[config.mk]
export PLATFORM = sky130hd
export DESIGN_NAME = mem_block_fifo
export DESIGN_NICKNAME = d
export VERILOG_FILES = /design/src/rtl/mem_block_fifo.sv
export SDC_FILE = /design/constraint.sdc
export NUM_CORES = 1
export LEC_CHECK = 0
export BUFFER_PORTS_ARGS = -buffer_cell sky130_fd_sc_hd__buf_2
export CAP_MARGIN = 20
export CORE_MARGIN = 2
export CORE_UTILIZATION = 50
export DETAILED_ROUTE_END_ITERATION = 7
export MAX_ROUTING_LAYER = met4
export PLACE_DENSITY = 0.7
export SYNTH_ARGS = -nofsm -noshare
export SYNTH_HDL_FRONTEND = slang
export SYNTH_SLANG_ARGS = --single-unit
export TNS_END_PERCENT = 10
[constraint.sdc]
create_clock -name CLK -period 23.2 [get_ports CLK]
set_clock_uncertainty 0.15 [all_clocks]
set_input_delay 1.16 -clock CLK [delete_from_list [all_inputs] [get_ports CLK]]
set_output_delay 1.16 -clock CLK [all_outputs]
set_load 0.01 [all_outputs]
[src/rtl/mem_block_fifo.sv]
// First-word-fall-through block FIFO with occupancy count and peak-occupancy tracking.
// Status flags come from the registered count only, so ready/valid never loop back combinationally.
module mem_block_fifo #(
  parameter int unsigned BLOCK_W = 128,
  parameter int unsigned DEPTH   = 4,
  parameter int unsigned CNT_W   = $clog2(DEPTH) + 1
) (
  input  logic               CLK,
  input  logic               RST,
  input  logic               flush,
  input  logic               wr_valid,
  output logic               wr_ready,
  input  logic [BLOCK_W-1:0] block_in,
  output logic               rd_valid,
  input  logic               rd_ready,
  output logic [BLOCK_W-1:0] block_out,
  output logic [CNT_W-1:0]   count,
  output logic [CNT_W-1:0]   high_water,
  output logic               full,
  output logic               empty
);

  localparam int unsigned PtrW = (DEPTH > 1) ? $clog2(DEPTH) : 1;

  logic [BLOCK_W-1:0] r_mem [DEPTH];
  logic [PtrW-1:0]    r_wr_ptr;
  logic [PtrW-1:0]    r_rd_ptr;
  logic [CNT_W-1:0]   r_count;
  logic [CNT_W-1:0]   r_high_water;

  logic [PtrW-1:0]    w_wr_ptr_d;
  logic [PtrW-1:0]    w_rd_ptr_d;
  logic [CNT_W-1:0]   w_count_d;
  logic [CNT_W-1:0]   w_high_water_d;
  logic               w_push;
  logic               w_pop;

  always_comb begin
    full     = (r_count == CNT_W'(DEPTH));
    empty    = (r_count == '0);
    wr_ready = !full;
    rd_valid = !empty;
  end

  // Flush wins over both sides, so neither handshake completes in a flush cycle.
  always_comb begin
    w_push = wr_valid && wr_ready && !flush;
    w_pop  = rd_valid && rd_ready && !flush;
  end

  always_comb begin
    w_wr_ptr_d     = r_wr_ptr;
    w_rd_ptr_d     = r_rd_ptr;
    w_count_d      = r_count;
    w_high_water_d = r_high_water;
    if (flush) begin
      w_wr_ptr_d     = '0;
      w_rd_ptr_d     = '0;
      w_count_d      = '0;
      w_high_water_d = '0;
    end else begin
      if (w_push) begin
        w_wr_ptr_d = r_wr_ptr + PtrW'(1);
      end
      if (w_pop) begin
        w_rd_ptr_d = r_rd_ptr + PtrW'(1);
      end
      unique case ({w_push, w_pop})
        2'b10:   w_count_d = r_count + CNT_W'(1);
        2'b01:   w_count_d = r_count - CNT_W'(1);
        default: w_count_d = r_count;
      endcase
      if (w_count_d > r_high_water) begin
        w_high_water_d = w_count_d;
      end
    end
  end

  always_ff @(posedge CLK or posedge RST) begin
    if (RST) begin
      r_wr_ptr     <= '0;
      r_rd_ptr     <= '0;
      r_count      <= '0;
      r_high_water <= '0;
    end else begin
      r_wr_ptr     <= w_wr_ptr_d;
      r_rd_ptr     <= w_rd_ptr_d;
      r_count      <= w_count_d;
      r_high_water <= w_high_water_d;
    end
  end

  always_ff @(posedge CLK or posedge RST) begin
    if (RST) begin
      for (int i = 0; i < int'(DEPTH); i++) begin
        r_mem[i] <= '0;
      end
    end else if (w_push) begin
      r_mem[r_wr_ptr] <= block_in;
    end
  end

  // Stale entries survive a flush; masking on empty keeps them off the output.
  always_comb begin
    block_out  = empty ? '0 : r_mem[r_rd_ptr];
    count      = r_count;
    high_water = r_high_water;
  end

endmodule

After elaboration in Yosys (flattened, before gate mapping)
Cells that the tools add are included.
{"block": "classes", "div": 0, "multipliers": 0, "bitwise_logic": 2, "add_sub_neg": 4, "reduce_logical": 12, "eq_ne": 3, "order_cmp": 4, "shifts": 0, "mux": 16}
{"operator": "512-bit bitwise mux", "count": 1}
{"operator": "128-bit 2-to-1 mux", "count": 4}
{"operator": "128-bit binary-select mux with 2-bit select", "count": 1}
{"operator": "128-bit demux with 2-bit select", "count": 1}
{"operator": "3-bit 2-to-1 mux", "count": 4}
{"operator": "2-bit 2-to-1 mux", "count": 4}
{"operator": "3-bit >= comparator, second input constant", "count": 2}
{"operator": "2-bit inverter with 3-bit output", "count": 2}
{"operator": "3-bit one-hot mux with 2 select lines", "count": 1}
{"operator": "2-bit nonzero test", "count": 3}
{"operator": "1-bit logical AND", "count": 5}
{"operator": "2-bit by 1-bit adder with 2-bit output, second input constant", "count": 2}
{"operator": "3-bit by 1-bit adder with 3-bit output, second input constant", "count": 1}
{"operator": "3-bit == test, second input constant", "count": 1}
{"operator": "3-bit > comparator", "count": 1}
{"operator": "1-bit logical NOT", "count": 3}
{"operator": "3-bit logical NOT", "count": 1}
{"operator": "3-bit by 1-bit less-than comparator with 1-bit output, second input constant", "count": 1}
{"operator": "3-bit by 1-bit subtractor with 3-bit output, second input constant", "count": 1}
{"operator": "2-bit by 1-bit == test with 1-bit output, second input constant", "count": 1}
{"operator": "2-bit == test, second input constant", "count": 1}
{"block": "word_totals", "mem_bits_ro": 0, "output_inout_bits": 138, "latch_bits": 0, "word_cells": 49, "n_memories": 0, "ramBits": 0, "regBits": 522, "input_bits": 133}

Longest topological paths before layout
Gate-level depths: netlist (run 1).
{"block": "logic_depth", "word_depth": 10, "depth_mapped": 16, "ltp_nobuf": 14}

Worst setup path before layout (run 1)
No wires, ideal clock.
{"block": "synth_timing", "kind": "input -> register", "start": "input port flush", "end": "register r_high_water[2], in the netlist high_water[2]", "t_arrival_ns": 3.566, "t_required_ns": 22.956, "cell_stages": 13, "setup_ns": 0.094, "path_buffers": 1, "setup_slack_ns": 19.390, "cell_sequence": "clkbuf_1 -> nor2_1 -> ha_1 -> fa_1 -> xnor2_1 -> nor2_1 -> xnor2_1 -> inv_1 -> ha_1 -> and3_1 -> a21oi_1 -> nor2_1 -> a211oi_1"}
{"block": "synth_via", "elab_chain_cells": 7, "elab_cells_between_ends": 11, "classes_between": "order compare (1); eq/ne (2); mux (4); reduce/logical (4)"}
{"item": "start, declared", "line": "10", "source": "input logic flush,"}
{"item": "1-bit logical NOT", "line": "47, 48"}
{"item": "1-bit logical AND, on equally long branches", "line": "48, 47"}
{"item": "2-bit by 1-bit == test with 1-bit output or 2-bit == test (tied branches)", "line": "68", "source": "unique case ({w_push, w_pop})"}
{"item": "3-bit one-hot mux with 2 select lines", "line": "68"}
{"item": "3-bit 2-to-1 mux", "line": "56", "source": "if (flush) begin"}
{"item": "3-bit > comparator or 3-bit 2-to-1 mux (tied branches)", "line": "73", "source": "if (w_count_d > r_high_water) begin"}
{"item": "2-bit nonzero test (no line) or 3-bit 2-to-1 mux (tied branches)"}
{"item": "end signal, assigned", "line": "89", "source": "r_high_water <= w_high_water_d;"}
{"item": "end, declared", "line": "29", "source": "logic [CNT_W-1:0] r_high_water;"}
Several ways; a longest one is shown, not always the timed one. The select of a mux whose other input is x is not followed.
A chain may end at the register's enable or synchronous reset.

Worst setup path in the final report (run 1)
{"block": "layout_timing", "start": "register r_rd_ptr[1]", "end": "output port block_out[17]"}
{"block": "layout_via", "elab_chain_cells": 5}
{"item": "start, declared", "line": "27", "source": "logic [PtrW-1:0] r_rd_ptr;"}
{"item": "start signal, assigned", "line": "87", "source": "r_rd_ptr <= w_rd_ptr_d;"}
{"item": "2-bit inverter with 3-bit output (not written as such)", "line": "105", "source": "block_out = empty ? '0 : r_mem[r_rd_ptr];"}
{"item": "128-bit binary-select mux with 2-bit select", "line": "105"}
{"item": "128-bit 2-to-1 mux (not written as such) (2 in series)", "line": "105"}
{"item": "128-bit 2-to-1 mux", "line": "105"}
{"item": "end, declared", "line": "16", "source": "output logic [BLOCK_W-1:0] block_out,"}
No other way between the ends. The select of a mux whose other input is x is not followed.

==> results of run 1 <==
-- path summary, 6_finish.rpt --
check                                      to  slack [ns]  cells past startpoint
worst max-delay path            block_out[17]       18.49                      4
min in group asynchronous          r_mem[417]        0.56                      2
worst max register to register  high_water[2]       19.27                     14
max in group asynchronous         r_rd_ptr[0]       19.17                      5
worst min register to register     r_mem[294]        0.35                      1
worst min-delay path               r_mem[294]        0.35                      1
-- power by group --
group          switching (µW)  total [µW]  internal (µW)
sequential                153        1350           1200
combinational             262         742            480
clock                     367         920            553
total                     782        3010           2230
-- stage by stage --
stage	instances	setup WS (ns)	utilization (%)
floorplan	1450	7.307	-
global placement	2257	18.33	53.50
CTS	2361	18.36	57.45
detailed placement	2257	18.22	53.50
global route	2378	18.25	57.59
finish	2380	18.49	57.60
-- cells in the mapped netlist, types with 2 or more instances --
master	instances
ha_1	8
clkbuf_1	19
nor2_1	9
xor2_1	3
mux4_2	128
buf_6	29
buf_4	27
nand2_1	6
mux2_4	215
dfrtp_1	522
inv_1	9
and2_1	128
nand3_1	4
a21oi_1	3
and3_4	2
xnor2_1	3
buf_2	26
mux2_2	297
-- routing by layer --
layer / part of all wire [%] / wire [µm]
met3: 6.1 / 3161
met5: 0 / 0
met2: 47 / 24410
met4: 1.7 / 896
met1: 45 / 23730
-- logic make-up after synthesis --
group / share of synthesized area (%)
DFF: 53.44
and+or+nand+nor: 3.849
xor gates and xnor gates: 0.2150
buffers and inverters: 3.143
adders and majority gates: 0.4914
muxes: 38.72
AOI/OAI and AO/OA: 0.1433
-- area by class of cell --
class / count / share of cell area [%]
Antenna cell: 18 / 0.1607
Clock buffer: 82 / 5.961
Clock inverter: 22 / 0.9064
Inverter: 9 / 0.1473
Multi-Input combinational cell: 817 / 37.98
Sequential cell: 522 / 46.64
Tap cell: 622 / 2.777
Timing Repair Buffer: 288 / 5.421
-- state kept, by name, indices dropped and copies added, names as in the netlist --
signal      cells
high_water      3
r_mem         512
r_wr_ptr        2
count           3
r_rd_ptr        2
-- critical path, stage by stage, from the launching register on --
cell and delay (ns):
dfrtp_4 0.91, buf_4 0.90, mux4_2 0.60, and2_1 0.20, buf_2 0.15
==> impl_results.md, run 1 <==
* Final-layout fill cell count at around 3,800
* Gr usage total at 21.75%
* Initial DRC count at between 600 and 700
* Port-buffer cells at 270
* Period utilization at 20.31%
* CP arrival at 3.40 ns
* Multi-input gate area at 10,640 µm²
* Nets at 1,836
* Status: completed
* Initial antenna violation count at 16
* F_max at ~0.21 GHz
* Via density per instance at ~5.6
* Die ar. at 50,670 µm²
* Ys async rst share at 100.0%
* Final Hold Fails at 0
* Post-synth top flop: dfrtp_1
* Final setup violating endpoints at 0
* Share of cells above drive strength 1 at 59.20%
* WS Path Type: flip-flop to primary output
* Final Hold Slack at 0.3484 ns
* Hold_sp: r_mem[294]
* Clock latency at the later pin of the worst-skew pair at 0.60 ns
* Met2 Usage GRT at 32.91%
* Mean Syn Cell Area at 16.86 µm²
* Reg-to-Reg Start: count[1]
* Worst Setup End Kind: primary output
* Global-route wire length before repair at 83.98 mm
* Clk root buf: clkbuf_16
* Maximum number of pins on one net before global-route repair at 172
* Core ar. at approximately 49,000 µm²
* Post-CTS sizing at 0
* Vias in the first global route at 14,590
* Commonest cells after routing, fill and taps aside: 520 x dfrtp_1, 297 x mux2_2, 270 x buf_2
* Wire length per cell at 21.93 µm
* Clock Pin Slew Worst Setup and Hold Paths at 0.06 ns
* Share of the yosys chip area belonging to registers at 53.44%
* Dpl cell area at 26,030 µm²
* CTS tree: yes
* Setup_tns at 0 ns
* Row count at 81
* # IOs at 271
* DP HPWL at approximately 31 mm
* Unrepaired setup endpoints after global routing: false
* Depth of the CTS H-tree at 2
* Commonest non-fill, non-tap cell in the layout: dfrtp_1
* Die height at 225.1 µm
* Via count at 13,270
* Crit start category: flip-flop
* Post-synth EDFFs at 0
* Starting Density at 50.25%
* CP Max Fanout at 47
* Worst VDD drop at 0.06776 mV
* RePlAce Congestion at 0.7491
* Synth Warn # at 0
* Gr ovfl total at 0
* Synthesized Nets at 1,592
* Clk sinks at between 500 and 600
* FF/Latch Area at 13,070 µm²
* Final Instance Area at 28,020 µm²
* Share of the synthesized area in the top cell type at 53.44%
* Minimum clock period at 4.712 ns
* Top cells by area, synth: dfrtp_1 53%, mux2_2 14%, mux2_4 13%, mux4_2 12%, and2_1 3.3%
* Leak at 0.01274 µW
* Max transition margin at 27.67%
* Synthesized area at around 24,000 µm²
* Critical Path RT at 21.89 ns
* Number of hold buffers added after CTS at 0
* Grt peak-use layer: met2
* Area delta synth->final at 14.63%
* GR Layer Usage met1 at between 20% and 30%
* Worst Setup SP: r_rd_ptr[1]
* Inserted Clock Buffers at 56
* TritonRoute pass-1 iters at 4
* Synth Register Bits at about 520
* Max-Cap Viols at 0
* Most area-hungry cell type in the Yosys netlist: dfrtp_1
* Pwr dens at ~110 nW/µm²
* Post-CTS setup buffer count at 0
* Worst-Margin Slew at 1.085 ns
* Met3 Track Usage GR at 5.528%
* Detailed Route WL at 52.20 mm
* Syn Inst Count at approximately 1,500
* Final Max Slew Viols at 0
* Worst min path class: flip-flop to flip-flop
* Post-route ant nets at 0
* Die width at between 200 and 250 µm
* Pwr Total at 3014 µW
* Worst-case clock buffer depth at 3
* Remaining DRCs at 0
* Post-synthesis cell type count at 30
Power figures use the tool's default switching activity.
==> run 2: changes to the inputs <==
- clock period: 23.2 -> 4.8 ns (I/O delays scaled with it)
==> run 2 against run 1 <==
- core utilization increased by 3.0 points
- final cell count increased by 5.3%
- non-clock buffer count increased by 142
- worst setup slack got worse by 17 ns
- first-iteration DRC count increased by 13%
- combinational power increased to 5.0 times the previous value
- clock power increased to 4.8 times the previous value
- global-route usage increased by 0.77 points
- register-to-register slack got worse by 18 ns
- sequential cell count unchanged
- wire length increased by 3.8%
- critical path type is now flip-flop to flip-flop
- critical endpoint is now high_water[2]
- largest cell class unchanged
==> impl_results.md, run 2 (synthesized netlist as in run 1, its figures left out) <==
* Status: completed
* CP Max Fanout at 6
* CP arrival at 4.10 ns
* Pwr Total at around 15,000 µW
* Clk root buf: clkbuf_16
* DP HPWL at 31.73 mm
* Worst min path class: input port to async pin
* Max transition margin at 26.58%
* Post-route ant nets at 0
* Crit start category: flip-flop
* Via density per instance at approximately 5.5
* WP buf/inv at 1
* Share of cells above drive strength 1 at 55.05%
* Via count at 13,820
* Final WS setup at 1.044 ns
* Initial DRC count at 768
* Worst-case clock buffer depth at 3
* Initial antenna violation count at 5
* Sw power at roughly 3800 µW
* Final Hold Fails at 0
* Starting Density at between 50% and 60%
* Largest register FFs at 512
* Sequential Power Share at 44.4%
* Most used cell, CP: nor2_1
* Nets at 1,977
* Pwr dens at 498.9 nW/µm²
* Critical Path RT at slightly above 5 ns
* Post-CTS setup buffer count at 0
* Post-CTS sizing at 0
* Crit path cell chain: or3_4 > nand2_1 > nor2_1 > ha_1 > fa_1 > xnor2_1 > nor2_1 > xnor2_1 > inv_1 > ha_1 > and3_1 > a21oi_1 > nor2_1 > a211oi_1
* TritonRoute pass-1 iters at 5
* Inserted Clock Buffers at between 50 and 60
* Global-route wire length before repair at 87.15 mm
* Final-layout fill cell count at about 3,600
* Comb power frac at 25.3%
* Period utilization at 78.24%
* Commonest non-fill, non-tap cell in the layout: dfrtp_1
* Gr usage total at 22.53%
* Setup_tns at 0 ns
* Worst-Margin Slew at 1.101 ns
* Clock latency at the later pin of the worst-skew pair at 0.59 ns
* Net Sw Frac at 25.71%
* Port-buffer cells at 270
* Final Hold Slack at approximately 0.044 ns
* Remaining DRCs at 0
* Commonest cells after routing, fill and taps aside: 520 x dfrtp_1, 297 x mux2_2, 270 x buf_2
* Depth of the CTS H-tree at 2
* Max-Cap Viols at 0
* Worst Setup End Kind: flip-flop
* CTS tree: yes
* Maximum number of pins on one net before global-route repair at 191
* Internal power at 10,930 µW
* Row count at roughly 80
* Wire length per cell at 21.61 µm
* Detailed Route WL at 54.18 mm
* Core ar. at 48,650 µm²
* Vias in the first global route at 15,400
* CP top delay family: simple AND/OR/NAND/NOR gates
* Place WS at between 1 and 1.5 ns
* Worst VDD drop at 0.3003 mV
* Clock Pin Slew Worst Setup and Hold Paths at 0.06 ns
* # IOs at about 270
* Die height at 225.1 µm
* Final Max Slew Viols at 0
* F_max at 0.2663 GHz
* Die ar. at 50,670 µm²
* Clk sinks at around 520
* Die width at 225.1 µm
* WS Path Type: flip-flop to flip-flop
* CP max stage cell: dfrtp_1
* Final setup violating endpoints at 0
* Unrepaired setup endpoints after global routing: false
* Reg with most FFs: r_mem
* Minimum clock period at 3.756 ns
* Worst path max stage delay at 0.43 ns
* RePlAce Congestion at 0.7952
* Leak at about 0.013 µW
* Area delta synth->final at 20.66%
* Gr ovfl total at 0
* Clock power frac at 30.3%
-- run 2: changes by cell type in the layout (fill, tap and decap cells not counted), sizes merged --
cell	previous run	this run
dlygate4sd3	0	133
inv	11	8
clkbuf	82	85
diode	18	5
clkinv	12	10
clkinvlp	3	2
bufinv	5	6
buf	288	297
-- run 2: worst register-to-register path: cells and delay by family, from the launching register on --
| kind | cells | cell delay [ns] |
|---|---|---|
| flip-flops | 1 | 0.43 |
| buffers and inverters | 1 | 0.09 |
| adder cells (fa/ha/maj) | 3 | 0.94 |
| AO/OA/AOI/OAI | 2 | 0.59 |
| AND/OR/NAND/NOR | 6 | 0.95 |
| XOR/XNOR | 2 | 0.51 |
-- run 2: what timing repair did --
item                                   4_1_cts  5_1_grt
hold buffers                               133        0
setup endpoints to repair                    0        0
endpoints found under the hold margin      672        0
-- run 2: layer usage --
layer,share of wire [%],global-route usage [%],routed length [µm]
met1,46,31.13,24930
met2,47,34.93,25690
met3,4.4,3.781,2374
met4,2.2,5.960,1188
met5,0,-,0
-- run 2: cell type report --
| type | instances | area (µm²) | share of cell area [%] |
|---|---|---|---|
| antenna | 5 | 12.51 | 0.04242 |
| inverter | 9 | 37.54 | 0.1273 |
| multi-input combinational | 817 | 10640 | 36.09 |
| timing repair buffer | 430 | 3023 | 10.25 |
| sequential | 522 | 13070 | 44.31 |
| tap | 622 | 778.2 | 2.639 |
| clock buffer | 85 | 1692 | 5.735 |
| clock inverter | 17 | 237.7 | 0.8060 |
-- run 2: power by group through the flow --
stage / logic [µW] / clock network [µW] / registers (µW)
global placement: 3550 / 0 / 6490
floorplan: 2880 / 0 / 6330
CTS: 3770 / 4570 / 6520
global route: 4020 / 4750 / 6690
detailed placement: 3650 / 0 / 6580
finish: 3720 / 4460 / 6530
-- run 2: path summary, 6_finish.rpt --
| path | from | endpoint | slack [ns] | depth (start not counted) |
|---|---|---|---|---|
| max | count[1] | high_water[2] | 1.04 | 14 |
| min | RST | r_mem[245] | 0.04 | 3 |
| max reg2reg | count[1] | high_water[2] | 1.04 | 14 |
| min reg2reg | r_mem[285] | r_mem[285] | 0.35 | 1 |
| max in group asynchronous | RST | count[0] | 3.09 | 4 |
| min in group CLK | block_in[114] | r_mem[114] | 0.31 | 3 |
-- run 2: through the flow --
stage | util [%] | instances | cell area (µm²)
finish | 60.63 | 2507 | 29490
CTS | 60.60 | 2502 | 29480
floorplan | - | 1450 | 24450
global placement | 53.90 | 2267 | 26220
detailed placement | 53.90 | 2267 | 26220
global route | 60.63 | 2507 | 29490
